## config.mk

```make
export PLATFORM = sky130hd
export DESIGN_NAME = ysyx_24100006_mem_arbiter_flat
export DESIGN_NICKNAME = d
export VERILOG_FILES = /design/src/rtl/ysyx_24100006_mem_arbiter_if.sv /design/src/rtl/ysyx_24100006_mem_arbiter.sv /design/src/flat_wrapper.sv
export SDC_FILE = /design/constraint.sdc
export NUM_CORES = 1
export LEC_CHECK = 0
export ABC_AREA = 1
export BUFFER_PORTS_ARGS = -buffer_cell sky130_fd_sc_hd__buf_2
export CAP_MARGIN = 20
export CORE_ASPECT_RATIO = 0.7
export CORE_MARGIN = 10
export CORE_UTILIZATION = 37
export CTS_CLUSTER_DIAMETER = 50
export DETAILED_ROUTE_END_ITERATION = 12
export HOLD_SLACK_MARGIN = 0.12
export PLACE_DENSITY = 0.88
export SYNTH_ARGS = -nofsm -noshare
export SYNTH_HDL_FRONTEND = slang
export SYNTH_SLANG_ARGS = --single-unit
```

## constraint.sdc

```tcl
create_clock -name clk -period 1.5 [get_ports clk]
set_input_delay 0.075 -clock clk [delete_from_list [all_inputs] [get_ports clk]]
set_output_delay 0.075 -clock clk [all_outputs]
set_load 0.1 [all_outputs]
```

## src/rtl/ysyx_24100006_mem_arbiter_if.sv

```systemverilog
// Bus bundle for the IFU/LSU memory arbiter.
// The "slave" view is the arbiter itself: it answers the IFU/LSU requests and drives
// the memory request. The "master" view is the surrounding system, with IFU, LSU and
// memory seen from outside the arbiter.
interface ysyx_24100006_mem_arbiter_if;
    // IFU side
    logic        ifu_req_valid;
    logic        ifu_req_ready;
    logic [31:0] ifu_addr;
    logic        ifu_flush;
    logic        ifu_resp_valid;
    logic        ifu_resp_ready;
    logic [31:0] ifu_rdata;
    logic        ifu_resp_err;
    // LSU side
    logic        lsu_req_valid;
    logic        lsu_req_ready;
    logic [31:0] lsu_addr;
    logic        lsu_wen;
    logic [31:0] lsu_wdata;
    logic [3:0]  lsu_wstrb;
    logic        lsu_resp_valid;
    logic        lsu_resp_ready;
    logic [31:0] lsu_rdata;
    logic        lsu_resp_err;
    // Memory side
    logic        mem_req_valid;
    logic        mem_req_ready;
    logic [31:0] mem_addr;
    logic        mem_wen;
    logic [31:0] mem_wdata;
    logic [3:0]  mem_wstrb;
    logic        mem_resp_valid;
    logic        mem_resp_ready;
    logic [31:0] mem_rdata;
    logic        mem_resp_err;

    modport slave (
        input  ifu_req_valid, ifu_addr, ifu_flush, ifu_resp_ready,
        output ifu_req_ready, ifu_resp_valid, ifu_rdata, ifu_resp_err,
        input  lsu_req_valid, lsu_addr, lsu_wen, lsu_wdata, lsu_wstrb, lsu_resp_ready,
        output lsu_req_ready, lsu_resp_valid, lsu_rdata, lsu_resp_err,
        output mem_req_valid, mem_addr, mem_wen, mem_wdata, mem_wstrb, mem_resp_ready,
        input  mem_req_ready, mem_resp_valid, mem_rdata, mem_resp_err
    );

    modport master (
        output ifu_req_valid, ifu_addr, ifu_flush, ifu_resp_ready,
        input  ifu_req_ready, ifu_resp_valid, ifu_rdata, ifu_resp_err,
        output lsu_req_valid, lsu_addr, lsu_wen, lsu_wdata, lsu_wstrb, lsu_resp_ready,
        input  lsu_req_ready, lsu_resp_valid, lsu_rdata, lsu_resp_err,
        input  mem_req_valid, mem_addr, mem_wen, mem_wdata, mem_wstrb, mem_resp_ready,
        output mem_req_ready, mem_resp_valid, mem_rdata, mem_resp_err
    );
endinterface

```

## src/rtl/ysyx_24100006_mem_arbiter.sv

```systemverilog
// Two-master (IFU, LSU) to one-slave memory arbiter, one transaction outstanding.
// LSU has priority; after MAX_LS_STREAK consecutive LSU grants with the IFU waiting,
// the IFU is forced a grant. An IFU flush turns an in-flight fetch into a silent drop.
// Optional macro ARB_PERF_CNT_EN adds grant and conflict performance counters.
module ysyx_24100006_mem_arbiter #(
    parameter int unsigned MAX_LS_STREAK = 4
) (
    input  logic clk,
    input  logic reset,
    ysyx_24100006_mem_arbiter_if.slave bus
`ifdef ARB_PERF_CNT_EN
    ,
    output logic [31:0] perf_ifu_grants,
    output logic [31:0] perf_lsu_grants,
    output logic [31:0] perf_conflict_cycles
`endif
);
    localparam logic [1:0] S_IDLE = 2'd0;
    localparam logic [1:0] S_REQ  = 2'd1;
    localparam logic [1:0] S_RESP = 2'd2;
    localparam logic OWN_IFU = 1'b0;
    localparam logic OWN_LSU = 1'b1;
    localparam logic [3:0] STREAK_MAX = 4'(MAX_LS_STREAK);

    logic [1:0]  state_q, state_d;
    logic        owner_q, owner_d;
    logic        drop_q, drop_d;
    logic [3:0]  streak_q, streak_d;
    logic [31:0] addr_q, addr_d;
    logic        wen_q, wen_d;
    logic [31:0] wdata_q, wdata_d;
    logic [3:0]  wstrb_q, wstrb_d;

    logic in_idle, in_req, in_resp;
    logic lsu_win, grant_lsu, grant_ifu;
    logic owner_is_ifu, drop_now, owner_resp_ready, resp_hs;

    // Outputs are forced quiet while reset is held, even before the clock edge.
    assign in_idle = reset && (state_q == S_IDLE);
    assign in_req  = reset && (state_q == S_REQ);
    assign in_resp = reset && (state_q == S_RESP);

    assign lsu_win   = bus.lsu_req_valid && !(bus.ifu_req_valid && (streak_q == STREAK_MAX));
    assign grant_lsu = in_idle && lsu_win;
    assign grant_ifu = in_idle && !lsu_win && bus.ifu_req_valid && !bus.ifu_flush;

    // A flush landing in the handshake cycle must already hide that response.
    assign owner_is_ifu     = (owner_q == OWN_IFU);
    assign drop_now         = owner_is_ifu && (drop_q || bus.ifu_flush);
    assign owner_resp_ready = owner_is_ifu ? bus.ifu_resp_ready : bus.lsu_resp_ready;
    assign resp_hs          = in_resp && bus.mem_resp_valid && bus.mem_resp_ready;

    assign bus.ifu_req_ready  = grant_ifu;
    assign bus.lsu_req_ready  = grant_lsu;
    assign bus.mem_req_valid  = in_req;
    assign bus.mem_addr       = addr_q;
    assign bus.mem_wen        = wen_q;
    assign bus.mem_wdata      = wdata_q;
    assign bus.mem_wstrb      = wstrb_q;
    assign bus.mem_resp_ready = in_resp && (drop_now || owner_resp_ready);
    assign bus.ifu_resp_valid = in_resp && owner_is_ifu && !drop_now && bus.mem_resp_valid;
    assign bus.ifu_rdata      = bus.mem_rdata;
    assign bus.ifu_resp_err   = in_resp && owner_is_ifu && !drop_now && bus.mem_resp_err;
    assign bus.lsu_resp_valid = in_resp && !owner_is_ifu && bus.mem_resp_valid;
    assign bus.lsu_rdata      = bus.mem_rdata;
    assign bus.lsu_resp_err   = in_resp && !owner_is_ifu && bus.mem_resp_err;

    // Next-state logic: grant and latch in IDLE, wait for request and response handshakes.
    always_comb begin
        state_d  = state_q;
        owner_d  = owner_q;
        drop_d   = drop_q;
        streak_d = streak_q;
        addr_d   = addr_q;
        wen_d    = wen_q;
        wdata_d  = wdata_q;
        wstrb_d  = wstrb_q;
        case (state_q)
            S_IDLE: begin
                drop_d = 1'b0;
                if (grant_ifu || !bus.ifu_req_valid) begin
                    streak_d = 4'd0;
                end else if (grant_lsu && (streak_q < STREAK_MAX)) begin
                    streak_d = streak_q + 4'd1;
                end
                if (grant_lsu) begin
                    state_d = S_REQ;
                    owner_d = OWN_LSU;
                    addr_d  = bus.lsu_addr;
                    wen_d   = bus.lsu_wen;
                    wdata_d = bus.lsu_wdata;
                    wstrb_d = bus.lsu_wstrb;
                end else if (grant_ifu) begin
                    state_d = S_REQ;
                    owner_d = OWN_IFU;
                    addr_d  = bus.ifu_addr;
                    wen_d   = 1'b0;
                    wdata_d = 32'd0;
                    wstrb_d = 4'b0000;
                end
            end
            S_REQ: begin
                if (owner_is_ifu && bus.ifu_flush) begin
                    drop_d = 1'b1;
                end
                if (bus.mem_req_ready) begin
                    state_d = S_RESP;
                end
            end
            S_RESP: begin
                if (resp_hs) begin
                    state_d = S_IDLE;
                    drop_d  = 1'b0;
                end else if (owner_is_ifu && bus.ifu_flush) begin
                    drop_d = 1'b1;
                end
            end
            default: begin
                state_d = S_IDLE;
                drop_d  = 1'b0;
            end
        endcase
    end

    // State and latched request registers; reset abandons any transaction in flight.
    always_ff @(posedge clk) begin
        if (!reset) begin
            state_q  <= S_IDLE;
            owner_q  <= OWN_IFU;
            drop_q   <= 1'b0;
            streak_q <= 4'd0;
            addr_q   <= 32'd0;
            wen_q    <= 1'b0;
            wdata_q  <= 32'd0;
            wstrb_q  <= 4'b0000;
        end else begin
            state_q  <= state_d;
            owner_q  <= owner_d;
            drop_q   <= drop_d;
            streak_q <= streak_d;
            addr_q   <= addr_d;
            wen_q    <= wen_d;
            wdata_q  <= wdata_d;
            wstrb_q  <= wstrb_d;
        end
    end

`ifdef ARB_PERF_CNT_EN
    logic [31:0] perf_ifu_q, perf_lsu_q, perf_conf_q;

    // Free-running wrap-around counters of grants and contended IDLE cycles.
    always_ff @(posedge clk) begin
        if (!reset) begin
            perf_ifu_q  <= 32'd0;
            perf_lsu_q  <= 32'd0;
            perf_conf_q <= 32'd0;
        end else begin
            if (grant_ifu) perf_ifu_q <= perf_ifu_q + 32'd1;
            if (grant_lsu) perf_lsu_q <= perf_lsu_q + 32'd1;
            if (in_idle && bus.ifu_req_valid && bus.lsu_req_valid) perf_conf_q <= perf_conf_q + 32'd1;
        end
    end

    assign perf_ifu_grants      = perf_ifu_q;
    assign perf_lsu_grants      = perf_lsu_q;
    assign perf_conflict_cycles = perf_conf_q;
`endif
endmodule

```

## src/flat_wrapper.sv

```systemverilog
// flat-port wrapper written by rule: the top's interface ports become plain ports
module ysyx_24100006_mem_arbiter_flat 
#(
    parameter int unsigned MAX_LS_STREAK = 4
)
  (clk, reset, bus_ifu_req_valid, bus_ifu_addr, bus_ifu_flush, bus_ifu_resp_ready, bus_ifu_req_ready, bus_ifu_resp_valid, bus_ifu_rdata, bus_ifu_resp_err, bus_lsu_req_valid, bus_lsu_addr, bus_lsu_wen, bus_lsu_wdata, bus_lsu_wstrb, bus_lsu_resp_ready, bus_lsu_req_ready, bus_lsu_resp_valid, bus_lsu_rdata, bus_lsu_resp_err, bus_mem_req_valid, bus_mem_addr, bus_mem_wen, bus_mem_wdata, bus_mem_wstrb, bus_mem_resp_ready, bus_mem_req_ready, bus_mem_resp_valid, bus_mem_rdata, bus_mem_resp_err);
  ysyx_24100006_mem_arbiter_if bus_i ();
  input  logic clk;
  input  logic reset;
  input wire logic [$bits(bus_i.ifu_req_valid)-1:0] bus_ifu_req_valid;
  input wire logic [$bits(bus_i.ifu_addr)-1:0] bus_ifu_addr;
  input wire logic [$bits(bus_i.ifu_flush)-1:0] bus_ifu_flush;
  input wire logic [$bits(bus_i.ifu_resp_ready)-1:0] bus_ifu_resp_ready;
  output wire logic [$bits(bus_i.ifu_req_ready)-1:0] bus_ifu_req_ready;
  output wire logic [$bits(bus_i.ifu_resp_valid)-1:0] bus_ifu_resp_valid;
  output wire logic [$bits(bus_i.ifu_rdata)-1:0] bus_ifu_rdata;
  output wire logic [$bits(bus_i.ifu_resp_err)-1:0] bus_ifu_resp_err;
  input wire logic [$bits(bus_i.lsu_req_valid)-1:0] bus_lsu_req_valid;
  input wire logic [$bits(bus_i.lsu_addr)-1:0] bus_lsu_addr;
  input wire logic [$bits(bus_i.lsu_wen)-1:0] bus_lsu_wen;
  input wire logic [$bits(bus_i.lsu_wdata)-1:0] bus_lsu_wdata;
  input wire logic [$bits(bus_i.lsu_wstrb)-1:0] bus_lsu_wstrb;
  input wire logic [$bits(bus_i.lsu_resp_ready)-1:0] bus_lsu_resp_ready;
  output wire logic [$bits(bus_i.lsu_req_ready)-1:0] bus_lsu_req_ready;
  output wire logic [$bits(bus_i.lsu_resp_valid)-1:0] bus_lsu_resp_valid;
  output wire logic [$bits(bus_i.lsu_rdata)-1:0] bus_lsu_rdata;
  output wire logic [$bits(bus_i.lsu_resp_err)-1:0] bus_lsu_resp_err;
  output wire logic [$bits(bus_i.mem_req_valid)-1:0] bus_mem_req_valid;
  output wire logic [$bits(bus_i.mem_addr)-1:0] bus_mem_addr;
  output wire logic [$bits(bus_i.mem_wen)-1:0] bus_mem_wen;
  output wire logic [$bits(bus_i.mem_wdata)-1:0] bus_mem_wdata;
  output wire logic [$bits(bus_i.mem_wstrb)-1:0] bus_mem_wstrb;
  output wire logic [$bits(bus_i.mem_resp_ready)-1:0] bus_mem_resp_ready;
  input wire logic [$bits(bus_i.mem_req_ready)-1:0] bus_mem_req_ready;
  input wire logic [$bits(bus_i.mem_resp_valid)-1:0] bus_mem_resp_valid;
  input wire logic [$bits(bus_i.mem_rdata)-1:0] bus_mem_rdata;
  input wire logic [$bits(bus_i.mem_resp_err)-1:0] bus_mem_resp_err;
  assign bus_i.ifu_req_valid = bus_ifu_req_valid;
  assign bus_i.ifu_addr = bus_ifu_addr;
  assign bus_i.ifu_flush = bus_ifu_flush;
  assign bus_i.ifu_resp_ready = bus_ifu_resp_ready;
  assign bus_ifu_req_ready = bus_i.ifu_req_ready;
  assign bus_ifu_resp_valid = bus_i.ifu_resp_valid;
  assign bus_ifu_rdata = bus_i.ifu_rdata;
  assign bus_ifu_resp_err = bus_i.ifu_resp_err;
  assign bus_i.lsu_req_valid = bus_lsu_req_valid;
  assign bus_i.lsu_addr = bus_lsu_addr;
  assign bus_i.lsu_wen = bus_lsu_wen;
  assign bus_i.lsu_wdata = bus_lsu_wdata;
  assign bus_i.lsu_wstrb = bus_lsu_wstrb;
  assign bus_i.lsu_resp_ready = bus_lsu_resp_ready;
  assign bus_lsu_req_ready = bus_i.lsu_req_ready;
  assign bus_lsu_resp_valid = bus_i.lsu_resp_valid;
  assign bus_lsu_rdata = bus_i.lsu_rdata;
  assign bus_lsu_resp_err = bus_i.lsu_resp_err;
  assign bus_mem_req_valid = bus_i.mem_req_valid;
  assign bus_mem_addr = bus_i.mem_addr;
  assign bus_mem_wen = bus_i.mem_wen;
  assign bus_mem_wdata = bus_i.mem_wdata;
  assign bus_mem_wstrb = bus_i.mem_wstrb;
  assign bus_mem_resp_ready = bus_i.mem_resp_ready;
  assign bus_i.mem_req_ready = bus_mem_req_ready;
  assign bus_i.mem_resp_valid = bus_mem_resp_valid;
  assign bus_i.mem_rdata = bus_mem_rdata;
  assign bus_i.mem_resp_err = bus_mem_resp_err;
  ysyx_24100006_mem_arbiter #(.MAX_LS_STREAK(MAX_LS_STREAK)) u_core (.clk(clk), .reset(reset), .bus(bus_i));
endmodule
```

-- Word level (Yosys, flattened, before mapping)
Index checks and enable logic that the tools add are counted.
- bitwise operators: 1
- reductions and logical operators: 36
- equal/unequal tests: 6
- $add $sub $neg: 1
- mux-type cells: 20
- magnitude comparators: 1
- operators by type and width (kind ; number):
    $mux W32 ; 4
    $logic_and A1 B1 Y1 ; 22
    $mux W4 ; 4
    $mux W2 ; 4
    $mux W1 ; 6
    $pmux W2 S3 ; 1
    $logic_not A1 Y1 ; 5
    $add A4 B1 Y4 const B ; 1
    $eq A4 B3 Y1 const B ; 1
    $lt A4 B3 Y1 const B ; 1
    $reduce_and A2 Y1 ; 2
    $reduce_bool A2 Y1 ; 2
    $logic_or A1 B1 Y1 ; 3
    $ne A3 B1 Y1 const B ; 1
    $reduce_and A3 Y1 ; 1
    $eq A2 B1 Y1 const B ; 1
    $eq A2 B2 Y1 const B ; 1
    $logic_not A2 Y1 ; 1
    $ne A2 B1 Y1 const B ; 1
    $ne A2 B2 Y1 const B ; 1
    $pmux W1 S2 ; 1
    $not A1 Y1 ; 1
- input bits: 143
- logic and storage cells: 73
- flip-flop bits (word level): 77
- output and inout port bits: 141

-- Longest topological paths before layout
Gate-level depths: netlist of the first run.
- depth after elaboration: 11
- depth in mapped cells: 12
- depth with buffers taken out: 12

-- Worst setup path before layout of the first run
OpenSTA, ideal clock, no wires.
- path kind: reg-to-output
- from: register u_core.state_q[0]
- to: output bus_lsu_resp_err
- slack: -1.272 ns
- required time: 1.425 ns
- path buffers: 0
- stages on the path, launching flop included: 5
- data arrival time: 2.697 ns
- cells stage by stage: dfxtp_1 > inv_1 > ha_1 > nand2_1 > nor3_1
- word-level cells in the longest chain between the ends: 4
- RTL lines (element ; RTL line ; text):
    start: declaration ; ysyx_24100006_mem_arbiter.sv:25 ; logic [1:0] state_q, state_d;
    start signal: assignment ; ysyx_24100006_mem_arbiter.sv:137 ; state_q <= state_d;
    $eq A2 B2 Y1 ; ysyx_24100006_mem_arbiter.sv:41 ; assign in_resp = reset && (state_q == S_RESP);
    $logic_and A1 B1 Y1 ; ysyx_24100006_mem_arbiter.sv:41 ;
    $logic_and A1 B1 Y1 (2 in a row) ; ysyx_24100006_mem_arbiter.sv:66 ; assign bus.lsu_resp_err = in_resp && !owner_is_ifu && bus.mem_resp_err;
    end: declaration ; flat_wrapper.sv:27 ; output wire logic [$bits(bus_i.lsu_resp_err)-1:0] bus_lsu_resp_err;
No other way between the ends.

-- Final worst setup path of the first run
- from: register u_core.state_q[0]
- to: output bus_lsu_resp_valid
- word-level cells in the longest chain between the ends: 4
- RTL lines (element ; RTL line ; text):
    $eq A2 B2 Y1 ; ysyx_24100006_mem_arbiter.sv:41 ;
    $logic_and A1 B1 Y1 ; ysyx_24100006_mem_arbiter.sv:41 ;
    $logic_and A1 B1 Y1 (2 in a row) ; ysyx_24100006_mem_arbiter.sv:64 ; assign bus.lsu_resp_valid = in_resp && !owner_is_ifu && bus.mem_resp_valid;
    end: declaration ; flat_wrapper.sv:25 ; output wire logic [$bits(bus_i.lsu_resp_valid)-1:0] bus_lsu_resp_valid;
No other way between the ends.

==> results.ini, run 1 <==
[yosys]
yosysWarnings = 0
synth_area_leader_cell = dfxtp_1
synthArstFlopShare = 0
ys_types = 25
syn_inst = 505
synth.top_cell.area_share = 0.409
synthesis.nets = 655
yosys_register_bits = 77
synth_area_sq_mm = 0.00377
yosys_most_used_dff = dfxtp_1
synth_edf_count = 0
netlist_top_cells_count = nand2_1 (119), dfxtp_1 (77), buf_4 (66)
synth_most_common_cell = nand2_1
avgSynthCellArea_sq_um = 7.47
synth.area.top_cells = dfxtp_1 (41%), buf_4 (13%), nand2_1 (12%)
synth_seq_area_share = 0.409

[finish]
fin_area_sq_mm = 0.00684
post-route-util = 0.696
syn_to_final_growth_pct = 81.5
nets = 907
drive_gt1_frac = 0.437

[worst_setup_path]
reg2reg_from = u_core.streak_q[0]
timing.rr.end = u_core.bus.mem_addr[2]
cp-end-kind = output pin
start_kind = register
rrSetupSlack_ps = -120
cp.arrival_ps = 1560
reg2reg_depth = 11
path_max_fanout = 3
cp_data_required_time_ps = 1420
worst-setup-path-type = reg2out

[cts]
clock_path_buffers = 2
htree_levels = 3
clk_latency_ps = 330
numCtsBuffers = 9
cts_tree = done
clk_pin_slew_ps = 60
cts_num_sinks = 77
cts-root-buf = clkbuf_16

[sta]
timing_hold_violations_final = 0
fin_ws_ps = -133
worst_pin_slew_ps = 528
finClkSkew_ps = 5.78
finalSetupViolations = 75
setup-tns-final_ps = -3510
max_freq_ghz = 0.612
post-route-period-util = 1.09
rsz0062_at_grt = yes
finalCriticalPeriod_ps = 1630
hold_ws_ps = 150
max_slew_margin = 0.651
final_max_slew_viol_count = 0

[routing]
drtIter0Drc = 396
drc_errors = 0
wirelength_mm = 18.1
vias = 4658
routedWlPerCell_um = 20.3
drt-vias-per-instance = 5.20
drt_first_pass_iters = 5
ant_nets = 0

[pwr]
p_leak_nw = 3.16
p_per_area_mw_per_mm2 = 1600
ir_worst_vdd_uv = 1170

[global_route]
grt_pass1_vias = 4478
grt_pass1_wl_mm = 24.2
grt_overflow = 0
grt_max_degree = 37
antenna_found_initial = 5
grt_usage = 0.203

[die]
chipHeight_um = 104
fp.dieArea_sq_mm = 0.0147
rows = 30
die_w_um = 141
initial_utilization = 0.383
ios = 284
core-area_sq_mm = 0.00983

[placed_design]
post-place-ws_ps = -115
hpwl_mm = 9.31
gp_congestion = 0.821
io_buffers = 187
placed_cell_area_sq_mm = 0.00474

[min_path]
hp-start = bus_mem_rdata[16]
hold_end = bus_lsu_rdata[16]
holdPathStages = 0
hold_class = in2out

[outcome]
violations = negative setup slack
status = finished with violations

[run]
maxCapViolCount = 0

==> metal layers <==
metal	global-route usage	wire length [um]
met5	0	0
met4	0.0919	785
met3	0.0867	1870
met2	0.353	9180
met1	0.208	6300
==> registers in the layout (all words and copies together) (netlist names) <==
signal	cells
u_core.bus.mem_addr	32
u_core.bus.mem_wdata	32
u_core.bus.mem_wstrb	4
u_core.streak_q	4
u_core.state_q	2
u_core.bus.mem_wen	1
u_core.drop_q	1
u_core.owner_q	1
==> worst max path at each step <==
stage	slack [ps]	cells after the start	startpoint	to
finish	-130	7	u_core.state_q[0]	bus_lsu_resp_valid
global route	-190	11	u_core.streak_q[0]	u_core.bus.mem_addr[6]
CTS	-130	8	u_core.state_q[1]	bus_lsu_req_ready
detailed placement	-120	10	u_core.streak_q[1]	u_core.bus.mem_addr[29]
global placement	-30	10	u_core.streak_q[1]	u_core.bus.mem_wdata[11]
floorplan	-350	10	u_core.streak_q[0]	u_core.owner_q
==> logic make-up (layout without fill, tap and decap cells) <==
kind of cell / count (synthesis) / count (layout) / synth area share
AOI/OAI and AO/OA: 108 / 108 / 0.155
DFF: 77 / 77 / 0.409
other: 0 / 5 / 0
adders and majority gates: 7 / 7 / 0.0232
and+or+nand+nor: 191 / 191 / 0.211
xor gates and xnor gates: 1 / 1 / 0.00232
buffers and inverters: 121 / 378 / 0.199
==> metrics by stage <==
step | power (W) | cells
floorplan | 0.00705 | 505
CTS | 0.0102 | 877
finish | 0.0110 | 895
detailed placement | 0.00734 | 752
global placement | 0.00728 | 752
global route | 0.0114 | 895
==> worst max-delay path: stages (launching register included) <==
cell and delay, ps:
dfxtp_2 320, inv_2 80, buf_6 100, ha_4 130, nand2_4 60, buf_6 140
nor3_4 190, buf_12 200
==> layout by cell type, fill, tap and decap left out, types with 3 or more instances in the layout <==
| cell type | count |
|---|---|
| o21ai_1 | 20 |
| inv_2 | 6 |
| a21oi_2 | 17 |
| a21oi_1 | 21 |
| ha_4 | 3 |
| nand2_1 | 112 |
| inv_1 | 14 |
| nor2_4 | 3 |
| o21ai_0 | 6 |
| buf_8 | 3 |
| nor2_1 | 16 |
| buf_12 | 17 |
| dlygate4sd3_1 | 101 |
| clkbuf_8 | 4 |
| buf_6 | 7 |
| nand4_1 | 3 |
| ha_1 | 4 |
| buf_16 | 4 |
| a31oi_1 | 29 |
| o21ai_2 | 7 |
| buf_2 | 179 |
| dfxtp_2 | 4 |
| nand2_4 | 5 |
| buf_4 | 20 |
| clkbuf_16 | 16 |
| dfxtp_1 | 73 |
| nand3_2 | 15 |
| diode_2 | 5 |
| nand3_1 | 28 |
| nand2_2 | 3 |
==> layout make-up <==
class                           count  area [sq um]
Antenna cell                        5          12.5
Clock buffer                       13           280
Clock inverter                      3          65.1
Fill cell                         688          2990
Inverter                           24           104
Multi-Input combinational cell    307          1870
Sequential cell                    77          1550
Tap cell                          128           160
Timing Repair Buffer              338          2810
==> report_power, final <==
group / total [W] / internal, W / leakage (nW) / switching [W]
combinational: 0.00583 / 0.00173 / 2.36 / 0.00410
sequential: 0.00267 / 0.00243 / 0.631 / 0.000236
clock: 0.00248 / 0.00164 / 0.172 / 0.000844
total: 0.0110 / 0.00580 / 3.16 / 0.00518
==> repair_timing <==
action / 4_1_cts / 5_1_grt
hold buffers: 101 / 0
gates resized for setup: 23 / 96
pin swaps: 5 / 8
cloned: 1 / 9
setup endpoints to repair: 80 / 83
setup buffers: 7 / 4
endpoints found under the hold margin: 69 / 0
No activity file was read; power rests on OpenSTA's default activity.
==> run 2: changes to the inputs <==
CELL_PAD_IN_SITES_DETAIL_PLACEMENT = 1   (was default)
CELL_PAD_IN_SITES_GLOBAL_PLACEMENT = 2   (was default)
CORE_UTILIZATION = 18   (was 37)
CTS_BUF_LIST = sky130_fd_sc_hd__clkbuf_4   (was default)
==> run 2 against run 1 <==
  * Critical path depth rose by 6
  * Critical path type is now reg2reg
  * Non-clock buffer count rose by 36
  * Highest routed layer unchanged
  * Count of clock-buffer cells in the layout fell by 4
  * Total power rose by 0.61%
  * Worst setup slack got worse by 250 ps
  * Largest cell class unchanged
  * The run still ends with negative setup slack left
  * Clock power fell by 43%
  * Routed wire length rose by 16%
  * Critical endpoint is now u_core.state_q[1]
==> results.ini, run 2 (same netlist as run 1, synthesis figures left out) <==
[worst_setup_path]
worst-setup-path-type = reg2reg  ; was reg2out
path_max_fanout = 3  ; unchanged
start_kind = register  ; unchanged
cp-end-kind = register  ; was output pin
rrSetupSlack_ps = -380  ; was -120 ps
cp.arrival_ps = 2250  ; was 1560 ps
cp_data_required_time_ps = 1870  ; was 1420 ps

[pwr]
p_leak_nw = 3.38  ; was 3.16 nW
clockPowerShare = 0.129  ; was 0.226
ir_worst_vdd_uv = 687  ; was 1170 uV
p_switching_w = 0.00574  ; was 0.00518 W
comb_power_share = 0.626  ; was 0.531
seqPwrFrac = 0.245  ; was 0.243
p_int_w = 0.00531  ; was 0.00580 W
p_per_area_mw_per_mm2 = 1410  ; was 1600 mW/mm^2
power.share.switching = 0.519  ; was 0.472

[routing]
vias = 4676  ; was 4658
wirelength_mm = 21.0  ; was 18.1 mm
drt_first_pass_iters = 4  ; was 5
drtIter0Drc = 98  ; was 396
ant_nets = 0  ; unchanged
routedWlPerCell_um = 19.5  ; was 20.3 um
drc_errors = 0  ; unchanged
drt-vias-per-instance = 4.35  ; was 5.20

[die]
fp.dieArea_sq_mm = 0.0272  ; was 0.0147 sq mm
ios = 284  ; unchanged
core-area_sq_mm = 0.0206  ; was 0.00983 sq mm
rows = 44  ; was 30
die_w_um = 193  ; was 141 um
chipHeight_um = 141  ; was 104 um
initial_utilization = 0.183  ; was 0.383

[cts]
clk_latency_ps = 480  ; was 330 ps
cts_num_sinks = 77  ; unchanged
htree_levels = 3  ; unchanged
clk_pin_slew_ps = 150  ; was 60 ps
cts-root-buf = clkbuf_4  ; was clkbuf_16
clock_path_buffers = 2  ; unchanged
numCtsBuffers = 9  ; unchanged
cts_tree = done  ; unchanged

[run]
maxCapViolCount = 0  ; unchanged

[sta]
finalCriticalPeriod_ps = 1880  ; was 1630 ps
hold_ws_ps = 150  ; about the same
fin_ws_ps = -380  ; was -133 ps
rsz0062_at_grt = yes  ; unchanged
post-route-period-util = 1.25  ; was 1.09
finalSetupViolations = 83  ; was 75
finClkSkew_ps = 22.0  ; was 5.78 ps
final_max_slew_viol_count = 0  ; unchanged
timing_hold_violations_final = 0  ; unchanged
max_slew_margin = 0.574  ; was 0.651
worst_pin_slew_ps = 639  ; was 528 ps
max_freq_ghz = 0.532  ; was 0.612 GHz

[finish]
regArea_sq_mm = 0.00155  ; unchanged
syn_to_final_growth_pct = 108  ; was 81.5%
final_cell_mix = buf_2 (165), nand2_1 (110), dlygate4sd3_1 (106)  ; was buf_2 (179), nand2_1 (112), dlygate4sd3_1 (101)
nets = 943  ; was 907
multi_input_area_sq_mm = 0.00232  ; was 0.00187 sq mm
drive_gt1_frac = 0.534  ; was 0.437
fill_cells = 2383  ; was 688
fin_cells = 1076  ; was 895
final_common_cell = buf_2  ; unchanged

[global_route]
grt_pass1_vias = 5159  ; was 4478
antenna_found_initial = 2  ; was 5
grt_usage = 0.141  ; was 0.203
grt_overflow = 0  ; unchanged
grt_max_degree = 33  ; was 37
grt_pass1_wl_mm = 29.8  ; was 24.2 mm

[placed_design]
place_inst = 906  ; was 752
gp_congestion = 0.734  ; was 0.821
hpwl_mm = 11.3  ; was 9.31 mm
io_buffers = 187  ; unchanged

[min_path]
hold_class = in2out  ; unchanged

[outcome]
status = finished with violations  ; unchanged
violations = negative setup slack  ; unchanged

run 2: area by class of cell:
class                           instances  share of cell area
Clock inverter                          7             0.00958
Clock buffer                            9             0.00862
Tap cell                              276              0.0441
Sequential cell                        77               0.197
Antenna cell                            2            0.000638
Timing Repair Buffer                  374               0.430
Inverter                               24              0.0131
Multi-Input combinational cell        307               0.296
run 2: power by group through the flow:
stage	sequential, W	clock (W)	combinational (W)
6_report	0.00271	0.00142	0.00691
3_3_place_gp	0.00264	0	0.00480
2_1_floorplan	0.00490	0	0.00215
4_1_cts	0.00264	0.00150	0.00613
5_1_grt	0.00276	0.00158	0.00726
3_5_place_dp	0.00265	0	0.00484
run 2: routing by layer:
layer | global-route usage | part of all wire | vias to the layer above
met4 | 0.0323 | 0.0093 | 0
li1 | - | - | 2198
met5 | 0 | 0 | -
met2 | 0.240 | 0.50 | 170
met3 | 0.0653 | 0.081 | 19
met1 | 0.158 | 0.41 | 2289
run 2: stage by stage:
step / setup WS [ps] / utilization / setup TNS, ps / instance area (sq um) / total power [W]
4_1_cts: -346 / 0.338 / -14130 / 6980 / 0.0103
6_report: -380 / 0.380 / -17990 / 7840 / 0.0110
5_1_grt: -442 / 0.380 / -24680 / 7840 / 0.0116
3_5_place_dp: -150 / 0.240 / -7610 / 4950 / 0.00749
3_3_place_gp: -64.1 / 0.240 / -2880 / 4950 / 0.00744
2_1_floorplan: -346 / - / -387 / 3870 / 0.00705
run 2: what timing repair did:
item                                    4_1_cts  5_1_grt
hold endpoints to repair                     76        0
gates cloned                                 14        6
pin swaps                                    24       21
endpoints found under the setup margin       84       85
hold buffers                                106        0
resized for setup                           106      144
buffers inserted                             18        9
run 2: critical path, cell delays in order (launching register included):
cell	delay (ps)
dfxtp_1	370
inv_2	40
nor2_1	210
nand2_4	110
nand2_4	80
nand2_4	60
buf_4	130
buf_6	120
buf_6	120
buf_6	110
nand3_4	70
nand4_1	150
nand2_1	140
nor2_1	70
run 2: worst paths after layout:
check,start,to,cells past startpoint
worst min register to register,u_core.bus.mem_wdata[23],u_core.bus.mem_wdata[23],2
worst min-delay path,bus_mem_rdata[6],bus_lsu_rdata[6],0
worst max register to register,u_core.streak_q[2],u_core.state_q[1],13
worst max-delay path,u_core.streak_q[2],u_core.state_q[1],13
